File: src/rtl/fetch_pkg.sv
`default_nettype none
// ============================================================================
//  Module      : fetch_pkg
//  Description : Shared types, default constants and PC-to-word-address helper
//                for the fetch sequencer.
//  Revision    : 1.0  initial release
// ============================================================================
package fetch_pkg;

  typedef enum logic [1:0] {
    ST_BOOT = 2'd0,
    ST_REQ  = 2'd1,
    ST_HOLD = 2'd2
  } fetch_state_e;

  localparam logic [31:0] DEF_RESET_PC = 32'h0000_3000;
  localparam logic [31:0] DEF_EXC_PC   = 32'h0000_4180;
  localparam int          DEF_ADDR_W   = 12;

  // Modular offset from the IM base; callers truncate to their address width.
  function automatic logic [31:0] pc_to_waddr(input logic [31:0] pc, input logic [31:0] base);
    logic [31:0] off;
    off = pc - base;
    return off >> 2;
  endfunction

endpackage
`default_nettype wire

File: src/rtl/fetch_slot.sv
`default_nettype none
// ============================================================================
//  Module      : fetch_slot
//  Description : IF/ID output register holding one PC+instruction with
//                load / accept / flush control.
//  Revision    : 1.0  initial release
// ============================================================================
module fetch_slot (
  input  logic        clk,
  input  logic        reset,
  input  logic        i_load,
  input  logic        i_flush,
  input  logic        i_accept,
  input  logic [31:0] i_pc,
  input  logic [31:0] i_instr,
  output logic        o_valid,
  output logic [31:0] o_pc,
  output logic [31:0] o_instr
);

  logic        valid_q, valid_d;
  logic [31:0] pc_q, pc_d;
  logic [31:0] instr_q, instr_d;

  always_comb begin
    valid_d = valid_q;
    pc_d    = pc_q;
    instr_d = instr_q;
    if (i_flush) begin
      valid_d = 1'b0;
    end else if (i_load) begin
      valid_d = 1'b1;
      pc_d    = i_pc;
      instr_d = i_instr;
    end else if (valid_q && i_accept) begin
      valid_d = 1'b0;
    end
  end

  always_ff @(posedge clk) begin
    if (!reset) begin
      valid_q <= 1'b0;
      pc_q    <= '0;
      instr_q <= '0;
    end else begin
      valid_q <= valid_d;
      pc_q    <= pc_d;
      instr_q <= instr_d;
    end
  end

  assign o_valid = valid_q;
  assign o_pc    = pc_q;
  assign o_instr = instr_q;

endmodule
`default_nettype wire

File: src/rtl/fetch_seq.sv
`default_nettype none
// ============================================================================
//  Module      : fetch_seq
//  Description : Stall- and redirect-aware PC sequencer and IM fetch controller
//                for the IF stage. Optional exception entry with FETCH_EXC_EN.
//  Revision    : 1.0  initial release
// ============================================================================
module fetch_seq
  import fetch_pkg::*;
#(
  parameter logic [31:0] RESET_PC = DEF_RESET_PC,
  parameter int          ADDR_W   = DEF_ADDR_W,
  parameter logic [31:0] EXC_PC   = DEF_EXC_PC
) (
  input  logic              clk,
  input  logic              reset,
  input  logic              redir_valid,
  input  logic [31:0]       redir_pc,
  output logic              imem_req,
  output logic [ADDR_W-1:0] imem_addr,
  input  logic              imem_ack,
  input  logic [31:0]       imem_rdata,
  output logic              if_valid,
  input  logic              if_ready,
  output logic [31:0]       if_pc,
  output logic [31:0]       if_instr,
  output logic              align_err
`ifdef FETCH_EXC_EN
  ,
  input  logic              exc_req,
  output logic [31:0]       epc
`endif
);

  fetch_state_e state_q, state_d;
  logic [31:0]  pc_q, pc_d;
  logic [31:0]  pend_pc_q, pend_pc_d;
  logic         pend_q, pend_d;
  logic         align_err_q, align_err_d;

  logic         w_redir_any;
  logic [31:0]  w_redir_tgt;
  logic         w_slot_free;
  logic         w_load;

`ifdef FETCH_EXC_EN
  logic [31:0] epc_q, epc_d;

  // Exception entry outranks a simultaneous branch redirect.
  assign w_redir_any = exc_req | redir_valid;
  assign w_redir_tgt = exc_req ? EXC_PC : {redir_pc[31:2], 2'b00};
  assign align_err_d = redir_valid & ~exc_req & (|redir_pc[1:0]);

  always_comb begin
    epc_d = epc_q;
    if (exc_req) begin
      epc_d = if_valid ? if_pc : pc_q;
    end
  end

  always_ff @(posedge clk) begin
    if (!reset) begin
      epc_q <= '0;
    end else begin
      epc_q <= epc_d;
    end
  end

  assign epc = epc_q;
`else
  logic w_unused_exc;

  assign w_redir_any  = redir_valid;
  assign w_redir_tgt  = {redir_pc[31:2], 2'b00};
  assign align_err_d  = redir_valid & (|redir_pc[1:0]);
  assign w_unused_exc = ^EXC_PC;
`endif

  assign w_slot_free = !if_valid || if_ready;

  always_ff @(posedge clk) begin
    if (!reset) begin
      state_q     <= ST_BOOT;
      pc_q        <= RESET_PC;
      pend_q      <= 1'b0;
      pend_pc_q   <= '0;
      align_err_q <= 1'b0;
    end else begin
      state_q     <= state_d;
      pc_q        <= pc_d;
      pend_q      <= pend_d;
      pend_pc_q   <= pend_pc_d;
      align_err_q <= align_err_d;
    end
  end

  always_comb begin
    state_d   = state_q;
    pc_d      = pc_q;
    pend_d    = pend_q;
    pend_pc_d = pend_pc_q;
    w_load    = 1'b0;
    unique case (state_q)
      ST_BOOT: begin
        state_d = ST_REQ;
        if (w_redir_any) pc_d = w_redir_tgt;
      end
      ST_REQ: begin
        if (imem_ack) begin
          if (w_redir_any) begin
            pc_d   = w_redir_tgt;
            pend_d = 1'b0;
          end else if (pend_q) begin
            pc_d   = pend_pc_q;
            pend_d = 1'b0;
          end else if (w_slot_free) begin
            w_load  = 1'b1;
            pc_d    = pc_q + 32'd4;
            state_d = if_ready ? ST_REQ : ST_HOLD;
          end else begin
            // Slot still owned by a stalled instruction: drop the word and refetch this PC later.
            state_d = ST_HOLD;
          end
        end else if (w_redir_any) begin
          pend_d    = 1'b1;
          pend_pc_d = w_redir_tgt;
        end
      end
      ST_HOLD: begin
        if (w_redir_any) begin
          pc_d    = w_redir_tgt;
          state_d = ST_REQ;
        end else if (w_slot_free) begin
          state_d = ST_REQ;
        end
      end
      default: state_d = ST_BOOT;
    endcase
  end

  always_comb begin
    imem_req  = (state_q == ST_REQ);
    imem_addr = ADDR_W'(pc_to_waddr(pc_q, RESET_PC));
  end

  assign align_err = align_err_q;

  fetch_slot u_slot (
    .clk      (clk),
    .reset    (reset),
    .i_load   (w_load),
    .i_flush  (w_redir_any),
    .i_accept (if_ready),
    .i_pc     (pc_q),
    .i_instr  (imem_rdata),
    .o_valid  (if_valid),
    .o_pc     (if_pc),
    .o_instr  (if_instr)
  );

endmodule
`default_nettype wire

File: config.mk
export PLATFORM = sky130hd
export DESIGN_NAME = fetch_seq
export DESIGN_NICKNAME = d
export VERILOG_FILES = /design/src/rtl/fetch_pkg.sv /design/src/rtl/fetch_slot.sv /design/src/rtl/fetch_seq.sv
export SDC_FILE = /design/constraint.sdc
export NUM_CORES = 1
export LEC_CHECK = 0
export ABC_CLOCK_PERIOD_IN_PS = 3400
export CAP_MARGIN = 20
export CORE_AREA = 10 10 129 131
export DETAILED_ROUTE_END_ITERATION = 8
export DIE_AREA = 0 0 139 141
export PLACE_DENSITY = 0.72
export SYNTH_ARGS = -nofsm -noshare
export SYNTH_HDL_FRONTEND = slang
export SYNTH_SLANG_ARGS = --single-unit
export TNS_END_PERCENT = 10
File: constraint.sdc
create_clock -name clk -period 3.4 [get_ports clk]
set_input_delay 0.51 -clock clk [delete_from_list [all_inputs] [get_ports clk]]
set_output_delay 0.51 -clock clk [all_outputs]
set_load 0.02 [all_outputs]
After elaboration in Yosys (flattened, before gate mapping)
Cells that the tools add are included.
{"block": "totals", "reg_bits": 131, "mem_count": 0, "in_bits": 69, "output_inout_bits": 79, "elab_cells": 60, "ramBits": 0, "latch_bits": 0, "mem_bits_ro": 0}
{"block": "classes", "shift": 0, "eq_ne": 8, "n_bitwise": 4, "div_mod_pow": 0, "n_mul": 0, "magnitude_cmp": 0, "add_sub_neg": 2, "reduce_logical": 15, "mux": 23}
{"op": "$mux 32", "n": 5}
{"op": "$pmux 32 s2", "n": 1}
{"op": "$add 32x3->32 const B", "n": 1}
{"op": "$mux 2", "n": 7}
{"op": "$sub 14x14->14 const B", "n": 1}
{"op": "$mux 1", "n": 9}
{"op": "$reduce_and 4->1", "n": 2}
{"op": "$pmux 2 s3", "n": 1}
{"op": "$reduce_bool 2->1", "n": 3}
{"op": "$reduce_or 2->1", "n": 3}
{"op": "$ne 2x1->1 const B", "n": 2}
{"op": "$ne 2x2->1 const B", "n": 2}
{"op": "$ne 4x2->1 const B", "n": 1}
{"op": "$reduce_and 2->1", "n": 2}
{"op": "$ne 3x3->1 const B", "n": 1}
{"op": "$not 1->1", "n": 3}
{"op": "$reduce_and 3->1", "n": 1}
{"op": "$eq 2x1->1 const B", "n": 1}
{"op": "$eq 2x2->1 const B", "n": 1}
{"op": "$logic_not 2->1", "n": 1}
{"op": "$and 1x1->1", "n": 1}
{"op": "$logic_and 1x1->1", "n": 1}
{"op": "$logic_not 1->1", "n": 1}
{"op": "$logic_or 1x1->1", "n": 1}

Logic depth before layout (Yosys ltp)
Gate-level depths: netlist of run 1.
{"block": "logic_depth", "ltp_word": 8, "mapped_depth": 8, "mapped_depth_nobuf": 6}

By module
Synthesis of run 1 repeated with hierarchy kept, for this count alone.
{"block": "hier_totals", "hier_cells": 779, "hier_area_um2": 6342.3}
{"module": "fetch_seq", "area_per_inst_um2": 3672.3, "n_inst": 1, "cells_each": 497, "seq_area_each_um2": 1281.2}
{"module": "fetch_slot", "area_per_inst_um2": 2670.1, "n_inst": 1, "cells_each": 282, "seq_area_each_um2": 1301.2}

Worst setup path after synthesis of run 1
Ideal clock, no wire load.
{"block": "synth_path", "kind": "register to register", "start": "register pc_q[2]", "end": "register pc_q[16]", "slack_ps": 1501, "n_path_buf": 1, "t_arrival_ps": 1807, "period_less_slack_ps": 1899, "t_required_ps": 3308, "stages_incl_launch_ff": 8, "setup_ps": 92, "cell_sequence": "dfxtp_1 > ha_1 > and4_1 > and4_1 > buf_2 > nand3_1 > o31a_1 > o32ai_1"}
{"block": "synth_via", "elab_chain_len": 6}
{"item": "start, declared", "line": "fetch_seq.sv:36", "text": "logic [31:0] pc_q, pc_d;"}
{"item": "start signal, assigned", "line": "fetch_seq.sv:90", "text": "pc_q <= pc_d;"}
{"item": "$add 32x3->32", "line": "fetch_seq.sv:118", "text": "pc_d = pc_q + 32'd4;"}
{"item": "$mux 32", "line": "fetch_seq.sv:116", "text": "end else if (w_slot_free) begin"}
{"item": "$mux 32", "line": "fetch_seq.sv:113", "text": "end else if (pend_q) begin"}
{"item": "$mux 32", "line": "fetch_seq.sv:110", "text": "if (w_redir_any) begin"}
{"item": "$mux 32", "line": "fetch_seq.sv:109", "text": "if (imem_ack) begin"}
{"item": "$pmux 32 s2", "line": "fetch_seq.sv:103", "text": "unique case (state_q)"}
No other way between the ends. The select of a mux whose other input is x is not followed.
A chain may end at the register's enable or synchronous reset.

Worst setup path in the final report of run 1
{"block": "layout_path", "start": "input redir_valid", "end": "register pc_q[30]"}
{"block": "layout_via", "elab_chain_len": 3, "word_cells_on_any_way": 6, "cone_classes": "eq/ne (2); mux (3); reduce/logical (1)"}
{"item": "start, declared", "line": "fetch_seq.sv:17", "text": "input logic redir_valid,"}
{"item": "$mux 32", "line": "fetch_seq.sv:110"}
{"item": "$mux 32", "line": "fetch_seq.sv:109"}
{"item": "$pmux 32 s2", "line": "fetch_seq.sv:103"}
Parallel ways exist; a longest one is shown, timed or not. The select of a mux whose other input is x is not followed.

==> results of run 1 <==
==> cells by family (layout without fill, tap and decap cells) <==
kind of cell / Yosys count / after routing / synth area share, %
compound gates: 215 / 215 / 24.5
fa+ha+maj: 2 / 2 / 0.410
buf+inv: 76 / 195 / 6.05
flops: 127 / 127 / 41.6
other cells: 1 / 2 / 0.0614
xor+xnor: 6 / 6 / 0.861
simple gates: 341 / 341 / 25.5
mux: 6 / 6 / 0.984
==> state kept, by name, summed over array words and instances, names as in the netlist <==
register        cells
pc_q               30
u_slot.o_instr     32
align_err           1
pend_pc_q          30
pend_q              1
u_slot.o_pc        30
u_slot.o_valid      1
state_q             2
==> synthesized netlist by cell type, types with 4 or more instances <==
library cell and count:
sky130_fd_sc_hd__buf_2 9, sky130_fd_sc_hd__a21oi_1 35, sky130_fd_sc_hd__a31oi_1 4, sky130_fd_sc_hd__a21boi_0 96, sky130_fd_sc_hd__inv_1 6, sky130_fd_sc_hd__nor2_1 21, sky130_fd_sc_hd__o21ai_0 26, sky130_fd_sc_hd__mux2i_1 6
sky130_fd_sc_hd__nor3b_1 4, sky130_fd_sc_hd__nand4_1 9, sky130_fd_sc_hd__o31a_1 7, sky130_fd_sc_hd__nor4_1 4, sky130_fd_sc_hd__buf_4 14, sky130_fd_sc_hd__nand2b_1 6, sky130_fd_sc_hd__clkbuf_1 45, sky130_fd_sc_hd__o22ai_1 7
sky130_fd_sc_hd__o211ai_1 8, sky130_fd_sc_hd__o21a_1 6, sky130_fd_sc_hd__nor3_1 10, sky130_fd_sc_hd__and3_1 10, sky130_fd_sc_hd__nand2_1 232, sky130_fd_sc_hd__dfxtp_1 127, sky130_fd_sc_hd__nand3_1 17, sky130_fd_sc_hd__and2_1 5
==> report_power, final <==
group | leakage (uW) | switching, uW | internal (uW)
Combinational | 0.00151 | 272 | 241
Clock | 0.000284 | 640 | 1130
Sequential | 0.00103 | 82.7 | 1550
==> worst min-delay path: stages (launching register included) <==
cell and delay (ns):
sky130_fd_sc_hd__dfxtp_1 0.30, sky130_fd_sc_hd__nand2_1 0.04, sky130_fd_sc_hd__a21boi_0 0.06
==> path summary, 6_finish.rpt <==
path	from	end	slack, ns	cells after the start
worst max-delay path	redir_valid	pc_q[30]	0.93	7
worst min-delay path	pend_pc_q[7]	pend_pc_q[7]	0.46	2
worst max register to register	pend_q	u_slot.o_pc[28]	1.01	6
worst min register to register	pend_pc_q[7]	pend_pc_q[7]	0.46	2
==> area by class of cell <==
type / instances / share of cell area (%)
inverter: 6 / 0.277
clock buffer: 24 / 5.92
multi-input combinational: 572 / 39.5
timing repair buffer: 158 / 19.2
clock inverter: 7 / 1.05
sequential: 127 / 31.3
tap: 184 / 2.83
==> metal layers <==
metal	part of all wire [%]	global-route usage, %	wire length (um)	up-vias
li1	-	-	-	2877
met1	48	23.6	8580	2639
met2	44	27.4	7990	174
met3	6.2	4.94	1130	26
met4	1.9	7.03	348	0
met5	0	0	0	-
==> through the flow <==
step | area [um^2] | hold slack, ns
6_report | 8130 | 0.458
5_1_grt | 8130 | 0.478
4_1_cts | 8130 | 0.460
3_5_place_dp | 7560 | 0.453
3_3_place_gp | 7560 | 0.447
2_1_floorplan | 6110 | 0.438
==> impl_results.html, run 1 <==
<table>
<tr><th>Metric</th><th>Value</th></tr>
<tr><th colspan="2">Outcome</th></tr>
<tr><td>Result of the run</td><td>complete, no violations</td></tr>
<tr><th colspan="2">Clocking</th></tr>
<tr><td>Skew-Pair Late Insertion Delay</td><td>0.42 ns</td></tr>
<tr><td>Clock Tree Buf Depth</td><td>2</td></tr>
<tr><td>Number of buffers added to fix hold violations after cts</td><td>0</td></tr>
<tr><td>H-tree depth</td><td>4</td></tr>
<tr><td>CTS tree</td><td>yes</td></tr>
<tr><td>Cell at the root of the clock tree</td><td>sky130_fd_sc_hd__clkbuf_16</td></tr>
<tr><td>Post-CTS Resized</td><td>0</td></tr>
<tr><td>TritonCTS Sinks</td><td>127</td></tr>
<tr><td>Number of clock buffers inserted by TritonCTS</td><td>17</td></tr>
<tr><td>Number of buffers inserted to repair setup after CTS</td><td>0</td></tr>
<tr><td>Clock transition at path regs</td><td>0.06 ns</td></tr>
<tr><th colspan="2">Floorplanning</th></tr>
<tr><td>Total Die Area</td><td>19,600 um^2</td></tr>
<tr><td>I/O pin total</td><td>148</td></tr>
<tr><td>Total core area</td><td>14,200 um^2</td></tr>
<tr><td>Die height</td><td>141 um</td></tr>
<tr><td>Initial Utilization</td><td>43.0%</td></tr>
<tr><td>Floorplan row count</td><td>44</td></tr>
<tr><td>Horizontal die dimension</td><td>139 um</td></tr>
<tr><th colspan="2">Synthesis</th></tr>
<tr><td>Sequential share of the synthesized area</td><td>41.6%</td></tr>
<tr><td>Count of cell types in the netlist</td><td>61</td></tr>
<tr><td>Top cell type's share of synthesized area</td><td>41.6%</td></tr>
<tr><td>Async S/R FF share, synth</td><td>0%</td></tr>
<tr><td>Synthesized area per cell</td><td>7.89 um^2</td></tr>
<tr><td>Cells after synthesis</td><td>774</td></tr>
<tr><td>Yosys top cell by area</td><td>sky130_fd_sc_hd__dfxtp_1</td></tr>
<tr><td>Area of the mapped netlist</td><td>6110 um^2</td></tr>
<tr><td>Post-synth EDFFs</td><td>0</td></tr>
<tr><td>Cell types occupying the most area after synthesis</td><td>sky130_fd_sc_hd__dfxtp_1 (42%), sky130_fd_sc_hd__nand2_1 (14%), sky130_fd_sc_hd__a21boi_0 (12%)</td></tr>
<tr><td>Dominant register cell in the synthesized netlist</td><td>sky130_fd_sc_hd__dfxtp_1</td></tr>
<tr><td>Flip-flop and latch count after synthesis</td><td>127</td></tr>
<tr><td>Synth warnings</td><td>0</td></tr>
<tr><th colspan="2">STA</th></tr>
<tr><td>Worst setup slack after layout</td><td>0.928 ns</td></tr>
<tr><td>RSZ-0062 raised after global routing</td><td>no</td></tr>
<tr><td>Final cycle utilization of the critical path</td><td>72.7%</td></tr>
<tr><td>Slew Limit Fails</td><td>0</td></tr>
<tr><td>Max Freq</td><td>405 MHz</td></tr>
<tr><td>Worst setup skew after layout</td><td>0.00692 ns</td></tr>
<tr><td>Total of endpoints with negative setup slack in the final report</td><td>0</td></tr>
<tr><td>Final total negative setup slack</td><td>0 ns</td></tr>
<tr><td>Worst slew pin tran</td><td>0.697 ns</td></tr>
<tr><td>Slew Limit Headroom</td><td>53.6%</td></tr>
<tr><td>Final Hold Viols</td><td>0</td></tr>
<tr><td>Minimum period implied by the final worst setup slack</td><td>2.47 ns</td></tr>
<tr><th colspan="2">Routing</th></tr>
<tr><td>Drt via density</td><td>5.30</td></tr>
<tr><td>Detail-routed net length per standard cell</td><td>16.7 um</td></tr>
<tr><td>First-pass detailed-route iteration total</td><td>5</td></tr>
<tr><td>DRC viols</td><td>0</td></tr>
<tr><td>Iteration-0 DRC count of the detailed router</td><td>461</td></tr>
<tr><td>Remaining antenna violation count after routing</td><td>0</td></tr>
<tr><td>Aggregate routed wire length</td><td>18.0 mm</td></tr>
<tr><td>Vias</td><td>5,716</td></tr>
<tr><th colspan="2">Finish</th></tr>
<tr><td>Total area of multi-input combinational cells</td><td>3210 um^2</td></tr>
<tr><td>Final net count</td><td>953</td></tr>
<tr><td>Most common cell after layout, fill and taps aside</td><td>sky130_fd_sc_hd__nand2_1</td></tr>
<tr><td>Area growth syn-to-layout</td><td>33.2%</td></tr>
<tr><td>Fill cells</td><td>1,335</td></tr>
<tr><td>Number of diodes added for antenna fixing</td><td>0</td></tr>
<tr><td>Non-filler cells, final</td><td>1,078</td></tr>
<tr><td>Commonest cells after routing, fill and taps aside</td><td>sky130_fd_sc_hd__nand2_1 (232), sky130_fd_sc_hd__clkdlybuf4s50_1 (144), sky130_fd_sc_hd__dfxtp_1 (127)</td></tr>
<tr><td>Final standard cell utilization of the core</td><td>57.2%</td></tr>
<tr><td>Proportion of layout cells with a drive suffix above 1</td><td>6.38%</td></tr>
<tr><td>Storage cell area</td><td>2540 um^2</td></tr>
<tr><th colspan="2">Placed design</th></tr>
<tr><td>Worst-case setup slack after placement</td><td>0.523 ns</td></tr>
<tr><td>Number of instances in the placed design</td><td>1,047</td></tr>
<tr><td>Post-detail-place hpwl</td><td>12.5 mm</td></tr>
<tr><td>I/O Buffers</td><td>145</td></tr>
<tr><td>Gpl congestion</td><td>0.911</td></tr>
<tr><th colspan="2">Critical path</th></tr>
<tr><td>Kind of critical path</td><td>input port to flip-flop</td></tr>
<tr><td>Delay of the slowest cell on the worst path</td><td>0.63 ns</td></tr>
<tr><td>Required time worst endpoint</td><td>3.74 ns</td></tr>
<tr><td>Crit-path cells</td><td>clkdlybuf4s50_1 &gt; nor4b_1 &gt; a211o_1 &gt; buf_4 &gt; a21oi_1 &gt; o21a_1 &gt; nor3_1</td></tr>
<tr><td>Startpoint kind of the worst setup timing path</td><td>input port</td></tr>
<tr><td>Critical Path AT</td><td>2.82 ns</td></tr>
<tr><td>Category of the worst setup path capture point</td><td>flip-flop</td></tr>
<tr><td>Maximum fanout along the worst path</td><td>15</td></tr>
<tr><td>Critical path's top delay family</td><td>buffers and inverters</td></tr>
<tr><td>Number of buffers and inverters on the critical path</td><td>2</td></tr>
<tr><td>Slowest-stage cell, CP</td><td>sky130_fd_sc_hd__clkdlybuf4s50_1</td></tr>
<tr><th colspan="2">Power</th></tr>
<tr><td>Power per cell area</td><td>481 nW/um^2</td></tr>
<tr><td>Worst vdd ir</td><td>0.000348 V</td></tr>
<tr><td>Standby leakage power</td><td>0.00282 uW</td></tr>
<tr><td>Total design power</td><td>3920 uW</td></tr>
<tr><th colspan="2">GRT</th></tr>
<tr><td>Gr usage total</td><td>18.0%</td></tr>
<tr><td>Antenna violations before repair</td><td>0</td></tr>
<tr><td>Pin count of the biggest net entering global routing</td><td>63</td></tr>
<tr><td>Via count of the first global-routing pass</td><td>5,417</td></tr>
<tr><td>First-pass GRT wire length</td><td>29.0 mm</td></tr>
<tr><td>Overall overflow remaining after global route</td><td>0</td></tr>
<tr><th colspan="2">Min path</th></tr>
<tr><td>Worst min-delay path category</td><td>flip-flop to flip-flop</td></tr>
<tr><th colspan="2">Flow run</th></tr>
<tr><td>Maxcap violations</td><td>0</td></tr>
</table>
No activity file was read; power rests on OpenSTA's default activity.
==> run 2: changes to the inputs <==
- ABC_CLOCK_PERIOD_IN_PS: 3400 -> 2580
- clock period: 3.4 -> 2.58 ns (I/O delays scaled with it)
==> run 2 against run 1 <==
Register-to-register slack lost 0.47 ns. First-iteration DRC count shrank 2.4%. Cell area grew 1.8%. Routed wire length grew 2.9%. Flip-flop and latch count is the same. Hold slack lost 0.14 ns. Die area is the same. Largest cell class unchanged.
==> impl_results.html, run 2 (same netlist as run 1, synthesis figures left out) <==
<table>
<tr><th>Metric</th><th>Value</th></tr>
<tr><th colspan="2">Critical path</th></tr>
<tr><td>Critical Path AT</td><td>1.91 ns (-0.91 ns)</td></tr>
<tr><td>Kind of critical path</td><td>flip-flop to output pin</td></tr>
<tr><td>Startpoint kind of the worst setup timing path</td><td>flip-flop</td></tr>
<tr><td>Maximum fanout along the worst path</td><td>12 (-3)</td></tr>
<tr><td>Category of the worst setup path capture point</td><td>output pin</td></tr>
<tr><td>Required time worst endpoint</td><td>2.19 ns (-1.55 ns)</td></tr>
<tr><th colspan="2">Finish</th></tr>
<tr><td>Storage cell area</td><td>2540 um^2 (unchanged)</td></tr>
<tr><td>Final net count</td><td>970 (+1.8%)</td></tr>
<tr><td>Non-filler cells, final</td><td>1,095 (+1.6%)</td></tr>
<tr><td>Number of diodes added for antenna fixing</td><td>0 (unchanged)</td></tr>
<tr><td>Total area of multi-input combinational cells</td><td>3210 um^2 (unchanged)</td></tr>
<tr><td>Final standard cell utilization of the core</td><td>58.3% (+1.1 points)</td></tr>
<tr><td>Flip-flop count of the largest register, all copies and words added</td><td>32 (unchanged)</td></tr>
<tr><td>Most common cell after layout, fill and taps aside</td><td>sky130_fd_sc_hd__nand2_1</td></tr>
<tr><td>Commonest cells after routing, fill and taps aside</td><td>sky130_fd_sc_hd__nand2_1 (232), sky130_fd_sc_hd__clkdlybuf4s50_1 (144), sky130_fd_sc_hd__dfxtp_1 (127)</td></tr>
<tr><td>Fill cells</td><td>1,310 (-1.9%)</td></tr>
<tr><td>Area growth syn-to-layout</td><td>35.6%</td></tr>
<tr><td>Proportion of layout cells with a drive suffix above 1</td><td>8.12% (+1.7 points)</td></tr>
<tr><th colspan="2">Floorplanning</th></tr>
<tr><td>Total Die Area</td><td>19,600 um^2 (unchanged)</td></tr>
<tr><td>Die height</td><td>141 um (unchanged)</td></tr>
<tr><td>Horizontal die dimension</td><td>139 um (unchanged)</td></tr>
<tr><td>Floorplan row count</td><td>44 (unchanged)</td></tr>
<tr><td>Initial Utilization</td><td>43.0% (unchanged)</td></tr>
<tr><td>Total core area</td><td>14,200 um^2 (unchanged)</td></tr>
<tr><td>I/O pin total</td><td>148 (unchanged)</td></tr>
<tr><th colspan="2">Routing</th></tr>
<tr><td>DRC viols</td><td>0 (unchanged)</td></tr>
<tr><td>Iteration-0 DRC count of the detailed router</td><td>450 (-2.4%)</td></tr>
<tr><td>Remaining antenna violation count after routing</td><td>0 (unchanged)</td></tr>
<tr><td>Detail-routed net length per standard cell</td><td>17.0 um (+1.3%)</td></tr>
<tr><td>Aggregate routed wire length</td><td>18.6 mm (+2.9%)</td></tr>
<tr><td>Drt via density</td><td>5.30 (about the same)</td></tr>
<tr><td>First-pass detailed-route iteration total</td><td>5 (unchanged)</td></tr>
<tr><td>Vias</td><td>5,807 (+1.6%)</td></tr>
<tr><th colspan="2">STA</th></tr>
<tr><td>Total of endpoints with negative setup slack in the final report</td><td>0 (unchanged)</td></tr>
<tr><td>Max Freq</td><td>436 MHz</td></tr>
<tr><td>Final cycle utilization of the critical path</td><td>88.8%</td></tr>
<tr><td>Minimum period implied by the final worst setup slack</td><td>2.29 ns</td></tr>
<tr><td>Final Hold Viols</td><td>0 (unchanged)</td></tr>
<tr><td>Slew Limit Fails</td><td>0 (unchanged)</td></tr>
<tr><td>Worst setup skew after layout</td><td>0.00650 ns (-0.000417 ns)</td></tr>
<tr><td>RSZ-0062 raised after global routing</td><td>no</td></tr>
<tr><td>Final total negative setup slack</td><td>0 ns (unchanged)</td></tr>
<tr><th colspan="2">Clocking</th></tr>
<tr><td>Skew-Pair Late Insertion Delay</td><td>0.41 ns (about the same)</td></tr>
<tr><td>Number of buffers added to fix hold violations after cts</td><td>0 (unchanged)</td></tr>
<tr><td>TritonCTS Sinks</td><td>127 (unchanged)</td></tr>
<tr><td>Post-CTS Resized</td><td>0 (unchanged)</td></tr>
<tr><td>Number of clock buffers inserted by TritonCTS</td><td>17 (unchanged)</td></tr>
<tr><td>H-tree depth</td><td>4 (unchanged)</td></tr>
<tr><td>Cell at the root of the clock tree</td><td>sky130_fd_sc_hd__clkbuf_16</td></tr>
<tr><td>Number of buffers inserted to repair setup after CTS</td><td>0 (unchanged)</td></tr>
<tr><td>CTS tree</td><td>yes</td></tr>
<tr><td>Clock transition at path regs</td><td>0.06 ns (about the same)</td></tr>
<tr><td>Clock Tree Buf Depth</td><td>2 (unchanged)</td></tr>
<tr><th colspan="2">Power</th></tr>
<tr><td>Standby leakage power</td><td>0.00290 uW (+2.8%)</td></tr>
<tr><td>Switching portion of total power</td><td>25.8% (+0.43 points)</td></tr>
<tr><td>Logic gate share of total power</td><td>14.5% (+1.4 points)</td></tr>
<tr><td>Power per cell area</td><td>609 nW/um^2 (+26%)</td></tr>
<tr><td>Worst vdd ir</td><td>0.000454 V (+30%)</td></tr>
<tr><td>Switching power summed over all nets</td><td>1300 uW (+31%)</td></tr>
<tr><td>Clock group share of total power</td><td>43.0% (-2.1 points)</td></tr>
<tr><td>Pint</td><td>3740 uW (+28%)</td></tr>
<tr><td>Share of total power in sequential cells</td><td>42.5% (+0.7 points)</td></tr>
<tr><th colspan="2">Placed design</th></tr>
<tr><td>Post-detail-place hpwl</td><td>13.2 mm (+5.0%)</td></tr>
<tr><td>I/O Buffers</td><td>145 (unchanged)</td></tr>
<tr><td>Gpl congestion</td><td>0.952 (+4.5%)</td></tr>
<tr><td>Number of instances in the placed design</td><td>1,064 (+1.6%)</td></tr>
<tr><th colspan="2">GRT</th></tr>
<tr><td>GR met2 Demand/Resource</td><td>28.2% (+0.75 points)</td></tr>
<tr><td>Via count of the first global-routing pass</td><td>5,656 (+4.4%)</td></tr>
<tr><td>Antenna violations before repair</td><td>0 (unchanged)</td></tr>
<tr><td>Overall overflow remaining after global route</td><td>0 (unchanged)</td></tr>
<tr><td>Fraction of met1 tracks used by global routing</td><td>24.6% (+1.1 points)</td></tr>
<tr><td>Pin count of the biggest net entering global routing</td><td>77 (+22%)</td></tr>
<tr><td>Met3 Usage GRT</td><td>5.58% (+0.64 points)</td></tr>
<tr><td>Gr usage total</td><td>18.7% (+0.68 points)</td></tr>
<tr><td>Routing layer with the top usage in global route</td><td>met2</td></tr>
<tr><td>First-pass GRT wire length</td><td>30.3 mm (+4.2%)</td></tr>
<tr><th colspan="2">Flow run</th></tr>
<tr><td>Maxcap violations</td><td>0 (unchanged)</td></tr>
<tr><th colspan="2">Min path</th></tr>
<tr><td>Worst min-delay path category</td><td>input port to flip-flop</td></tr>
<tr><th colspan="2">Outcome</th></tr>
<tr><td>Result of the run</td><td>complete, no violations</td></tr>
</table>
run 2: changes by cell type in the layout (fill, tap and decap cells not counted), sizes merged:
| cell | change |
|---|---|
| buf | +17 |
| bufinv | -2 |
| clkbuf | +2 |
| clkinv | -2 |
| clkinvlp | +2 |
run 2: worst paths after layout:
path / slack [ns] / startpoint / end / cells after the start
worst max-delay path: 0.29 / state_q[0] / imem_req / 2
worst min-delay path: 0.32 / reset / pc_q[12] / 2
worst max register to register: 0.54 / pc_q[4] / pc_q[16] / 5
worst min register to register: 0.46 / u_slot.o_instr[15] / u_slot.o_instr[15] / 2
run 2: area by class of cell:
type	instances	share of cell area [%]
Multi-Input combinational cell	572	38.8
Clock buffer	26	6.15
Timing Repair Buffer	175	21.0
Tap cell	184	2.78
Clock inverter	5	0.363
Inverter	6	0.272
Sequential cell	127	30.7
run 2: layer usage:
metal	vias to the layer above	wire length [um]
li1	2916	-
met1	2642	8400
met2	226	8370
met3	23	1450
met4	0	340
met5	-	0
run 2: through the flow:
step	hold WS, ns	cell area, um^2	setup slack [ns]	total power (uW)
floorplan	0.438	6110	0.681	2570
global placement	0.447	7740	0.258	2900
detailed placement	0.453	7740	0.238	2910
CTS	0.309	8280	0.256	5090
global route	0.316	8280	0.154	5260
finish	0.321	8280	0.288	5040
run 2: power groups by stage:
stage	logic, uW	clock network, uW	registers [uW]
2_1_floorplan	386	0	2180
3_3_place_gp	725	0	2180
3_5_place_dp	729	0	2180
4_1_cts	733	2220	2140
5_1_grt	799	2310	2160
6_report	732	2170	2140
run 2: critical path, cell delays in order, from the launching register on:
cell and delay, ns:
sky130_fd_sc_hd__dfxtp_1 0.53, sky130_fd_sc_hd__nor2b_1 0.30, sky130_fd_sc_hd__clkdlybuf4s50_1 0.66
==> run 3: changes to the inputs <==
- CORE_AREA: 10 10 129 131 -> 4 4 123 125
- DIE_AREA: 0 0 139 141 -> 0 0 127 129
- MAX_ROUTING_LAYER: not set -> met4
- SLEW_MARGIN: not set -> 20
==> run 3 against run 2 <==
Setup slack worse by 0.021 ns. Non-clock buffer count up 1. Critical path depth unchanged. Final cell count down 0.27%. Power up 2.7%. Routed wire length down 8.0%. Cell area up 0.36%. Clock power up 6%. Register-to-register slack better by 0.04 ns. Highest routed layer unchanged.
==> impl_results.html, run 3 (same netlist as run 1, synthesis figures left out) <==
<table>
<tr><th>Metric</th><th>Value</th></tr>
<tr><th colspan="2">Min path</th></tr>
<tr><td>Worst Hold End</td><td>pc_q[13]</td></tr>
<tr><td>Worst min-delay path category</td><td>input port to flip-flop</td></tr>
<tr><td>Number of cells on the worst hold path</td><td>2 (unchanged)</td></tr>
<tr><td>Hold path start</td><td>reset</td></tr>
<tr><th colspan="2">Critical path</th></tr>
<tr><td>Slowest-stage cell, CP</td><td>sky130_fd_sc_hd__clkdlybuf4s50_1</td></tr>
<tr><td>Worst R2R End</td><td>pc_q[16]</td></tr>
<tr><td>Maximum fanout along the worst path</td><td>12 (unchanged)</td></tr>
<tr><td>Startpoint of the worst register-to-register path</td><td>pc_q[2]</td></tr>
<tr><td>Number of buffers and inverters on the critical path</td><td>1 (unchanged)</td></tr>
<tr><td>Crit-path cells</td><td>nor2b_1 &gt; clkdlybuf4s50_1</td></tr>
<tr><td>Register-to-register path setup slack</td><td>0.58 ns (+0.04 ns)</td></tr>
<tr><td>Category of the worst setup path capture point</td><td>output pin</td></tr>
<tr><td>Critical path's top delay family</td><td>buffers and inverters</td></tr>
<tr><td>Kind of critical path</td><td>flip-flop to output pin</td></tr>
<tr><td>Delay of the slowest cell on the worst path</td><td>0.67 ns (about the same)</td></tr>
<tr><td>Startpoint kind of the worst setup timing path</td><td>flip-flop</td></tr>
<tr><td>Required time worst endpoint</td><td>2.19 ns (about the same)</td></tr>
<tr><td>Critical Path AT</td><td>1.93 ns (+0.02 ns)</td></tr>
<tr><td>Path depth of the worst reg2reg path</td><td>6 (+1)</td></tr>
<tr><th colspan="2">Power</th></tr>
<tr><td>Worst vdd ir</td><td>0.000458 V (+1.1%)</td></tr>
<tr><td>Logic gate share of total power</td><td>14.3% (-0.2 points)</td></tr>
<tr><td>Switching power summed over all nets</td><td>1300 uW (-0.49%)</td></tr>
<tr><td>Switching portion of total power</td><td>25.0% (-0.80 points)</td></tr>
<tr><td>Share of total power in sequential cells</td><td>41.2% (-1.3 points)</td></tr>
<tr><td>Power per cell area</td><td>623 nW/um^2 (+2.3%)</td></tr>
<tr><td>Pint</td><td>3880 uW (+3.8%)</td></tr>
<tr><td>Clock group share of total power</td><td>44.5% (+1.5 points)</td></tr>
<tr><td>Standby leakage power</td><td>0.00293 uW (+1.0%)</td></tr>
<tr><th colspan="2">GRT</th></tr>
<tr><td>Gr usage total</td><td>21.6% (+2.9 points)</td></tr>
<tr><td>Overall overflow remaining after global route</td><td>0 (unchanged)</td></tr>
<tr><td>Antenna violations before repair</td><td>0 (unchanged)</td></tr>
<tr><td>Via count of the first global-routing pass</td><td>5,290 (-6.5%)</td></tr>
<tr><td>First-pass GRT wire length</td><td>27.5 mm (-9.2%)</td></tr>
<tr><td>Pin count of the biggest net entering global routing</td><td>64 (-17%)</td></tr>
<tr><th colspan="2">Clocking</th></tr>
<tr><td>CTS tree</td><td>yes</td></tr>
<tr><td>TritonCTS Sinks</td><td>127 (unchanged)</td></tr>
<tr><td>Number of clock buffers inserted by TritonCTS</td><td>17 (unchanged)</td></tr>
<tr><td>Number of buffers inserted to repair setup after CTS</td><td>0 (unchanged)</td></tr>
<tr><td>Skew-Pair Late Insertion Delay</td><td>0.41 ns (about the same)</td></tr>
<tr><td>Post-CTS Resized</td><td>0 (unchanged)</td></tr>
<tr><td>Number of buffers added to fix hold violations after cts</td><td>0 (unchanged)</td></tr>
<tr><td>Clock Tree Buf Depth</td><td>2 (unchanged)</td></tr>
<tr><td>Cell at the root of the clock tree</td><td>sky130_fd_sc_hd__clkbuf_16</td></tr>
<tr><td>Clock transition at path regs</td><td>0.06 ns (about the same)</td></tr>
<tr><td>H-tree depth</td><td>4 (unchanged)</td></tr>
<tr><th colspan="2">STA</th></tr>
<tr><td>Total of endpoints with negative setup slack in the final report</td><td>0 (unchanged)</td></tr>
<tr><td>RSZ-0062 raised after global routing</td><td>no</td></tr>
<tr><td>Worst slew pin tran</td><td>0.501 ns</td></tr>
<tr><td>Final total negative setup slack</td><td>0 ns (unchanged)</td></tr>
<tr><td>Post-route worst hold slack</td><td>0.412 ns (+0.0908 ns)</td></tr>
<tr><td>Slew Limit Headroom</td><td>66.3%</td></tr>
<tr><td>Worst setup skew after layout</td><td>0.00609 ns (-0.000412 ns)</td></tr>
<tr><td>Slew Limit Fails</td><td>0 (unchanged)</td></tr>
<tr><td>Minimum period implied by the final worst setup slack</td><td>2.31 ns (+0.0205 ns)</td></tr>
<tr><td>Final cycle utilization of the critical path</td><td>89.6% (+0.79 points)</td></tr>
<tr><td>Max Freq</td><td>432 MHz (-0.89%)</td></tr>
<tr><td>Final Hold Viols</td><td>0 (unchanged)</td></tr>
<tr><th colspan="2">Floorplanning</th></tr>
<tr><td>Total Die Area</td><td>16,400 um^2 (-16%)</td></tr>
<tr><td>I/O pin total</td><td>148 (unchanged)</td></tr>
<tr><td>Die height</td><td>129 um (-8.5%)</td></tr>
<tr><td>Total core area</td><td>13,900 um^2 (-2.3%)</td></tr>
<tr><td>Initial Utilization</td><td>44.0% (+1.0 points)</td></tr>
<tr><td>Floorplan row count</td><td>43 (-2.3%)</td></tr>
<tr><td>Horizontal die dimension</td><td>127 um (-8.6%)</td></tr>
<tr><th colspan="2">Finish</th></tr>
<tr><td>Number of diodes added for antenna fixing</td><td>0 (unchanged)</td></tr>
<tr><td>Final net count</td><td>971 (+0.10%)</td></tr>
<tr><td>Area growth syn-to-layout</td><td>36.1%</td></tr>
<tr><td>Most common cell after layout, fill and taps aside</td><td>sky130_fd_sc_hd__nand2_1</td></tr>
<tr><td>Fill cells</td><td>1,286 (-1.8%)</td></tr>
<tr><td>Commonest cells after routing, fill and taps aside</td><td>sky130_fd_sc_hd__nand2_1 (232), sky130_fd_sc_hd__clkdlybuf4s50_1 (144), sky130_fd_sc_hd__dfxtp_1 (127)</td></tr>
<tr><td>Total area of multi-input combinational cells</td><td>3210 um^2 (unchanged)</td></tr>
<tr><td>Flip-flop count of the largest register, all copies and words added</td><td>32 (unchanged)</td></tr>
<tr><td>Proportion of layout cells with a drive suffix above 1</td><td>8.22% (+0.10 points)</td></tr>
<tr><td>Storage cell area</td><td>2540 um^2 (unchanged)</td></tr>
<tr><th colspan="2">Routing</th></tr>
<tr><td>Drt via density</td><td>5.28 (-0.50%)</td></tr>
<tr><td>Vias</td><td>5,762 (-0.77%)</td></tr>
<tr><td>Detail-routed net length per standard cell</td><td>15.6 um (-7.7%)</td></tr>
<tr><td>DRC viols</td><td>0 (unchanged)</td></tr>
<tr><td>Iteration-0 DRC count of the detailed router</td><td>418 (-7.1%)</td></tr>
<tr><td>Remaining antenna violation count after routing</td><td>0 (unchanged)</td></tr>
<tr><td>First-pass detailed-route iteration total</td><td>5 (unchanged)</td></tr>
<tr><td>Aggregate routed wire length</td><td>17.1 mm (-8.0%)</td></tr>
<tr><th colspan="2">Flow run</th></tr>
<tr><td>Maxcap violations</td><td>0 (unchanged)</td></tr>
<tr><th colspan="2">Placed design</th></tr>
<tr><td>Gpl congestion</td><td>0.897 (-5.8%)</td></tr>
<tr><td>I/O Buffers</td><td>145 (unchanged)</td></tr>
<tr><td>Post-detail-place hpwl</td><td>11.8 mm (-10%)</td></tr>
<tr><th colspan="2">Outcome</th></tr>
<tr><td>Result of the run</td><td>complete, no violations</td></tr>
</table>
[run 3: final cells by class]
class / instances / share of cell area, %
clock buffers: 24 / 5.80
multi-input cells: 572 / 38.6
repair buffers: 176 / 21.0
inverters: 6 / 0.271
clock inverters: 7 / 1.02
flip-flops and latches: 127 / 30.6
well taps: 180 / 2.71
[run 3: worst register-to-register path: stages (launching register included)]
cell,delay (ns)
sky130_fd_sc_hd__dfxtp_1,0.33
sky130_fd_sc_hd__ha_1,0.24
sky130_fd_sc_hd__and4_1,0.30
sky130_fd_sc_hd__and4_1,0.38
sky130_fd_sc_hd__nand3_1,0.16
sky130_fd_sc_hd__o31a_1,0.26
sky130_fd_sc_hd__o32ai_1,0.23
[run 3: stage by stage]
stage | power, uW | instance area, um^2 | setup WS, ns | instances | util, %
after floorplan | 2570 | 6110 | 0.681 | 775 | -
after global routing | 5390 | 8310 | 0.152 | 1092 | 59.9
final | 5180 | 8310 | 0.267 | 1092 | 59.9
after global placement | 2900 | 7740 | 0.275 | 1061 | 55.8
after detailed placement | 2910 | 7740 | 0.242 | 1061 | 55.8
after CTS | 5210 | 8310 | 0.271 | 1092 | 59.9
[run 3: worst max path at each step]
| stage | start | end | slack (ns) | depth (start not counted) |
|---|---|---|---|---|
| floorplan | pc_q[2] | pc_q[16] | 0.68 | 7 |
| global placement | imem_ack | pc_q[31] | 0.27 | 7 |
| detailed placement | imem_ack | pc_q[31] | 0.24 | 7 |
| CTS | state_q[0] | imem_req | 0.27 | 2 |
| global route | state_q[0] | imem_req | 0.15 | 2 |
| finish | state_q[0] | imem_req | 0.27 | 2 |
[run 3: power by group through the flow]
stage / combinational, uW / sequential, uW / clock, uW
after global placement: 731 / 2170 / 0
after global routing: 805 / 2150 / 2440
after floorplan: 386 / 2180 / 0
after CTS: 741 / 2130 / 2340
final: 739 / 2130 / 2310
after detailed placement: 736 / 2170 / 0
[run 3: routing by layer]
| layer | wire, um | GRT usage (%) | vias up |
|---|---|---|---|
| met5 | 0 | - | - |
| met4 | 239 | 6.75 | 0 |
| met3 | 958 | 4.48 | 22 |
| met2 | 7590 | 32.1 | 176 |
| met1 | 8300 | 29.5 | 2642 |
| li1 | - | - | 2922 |
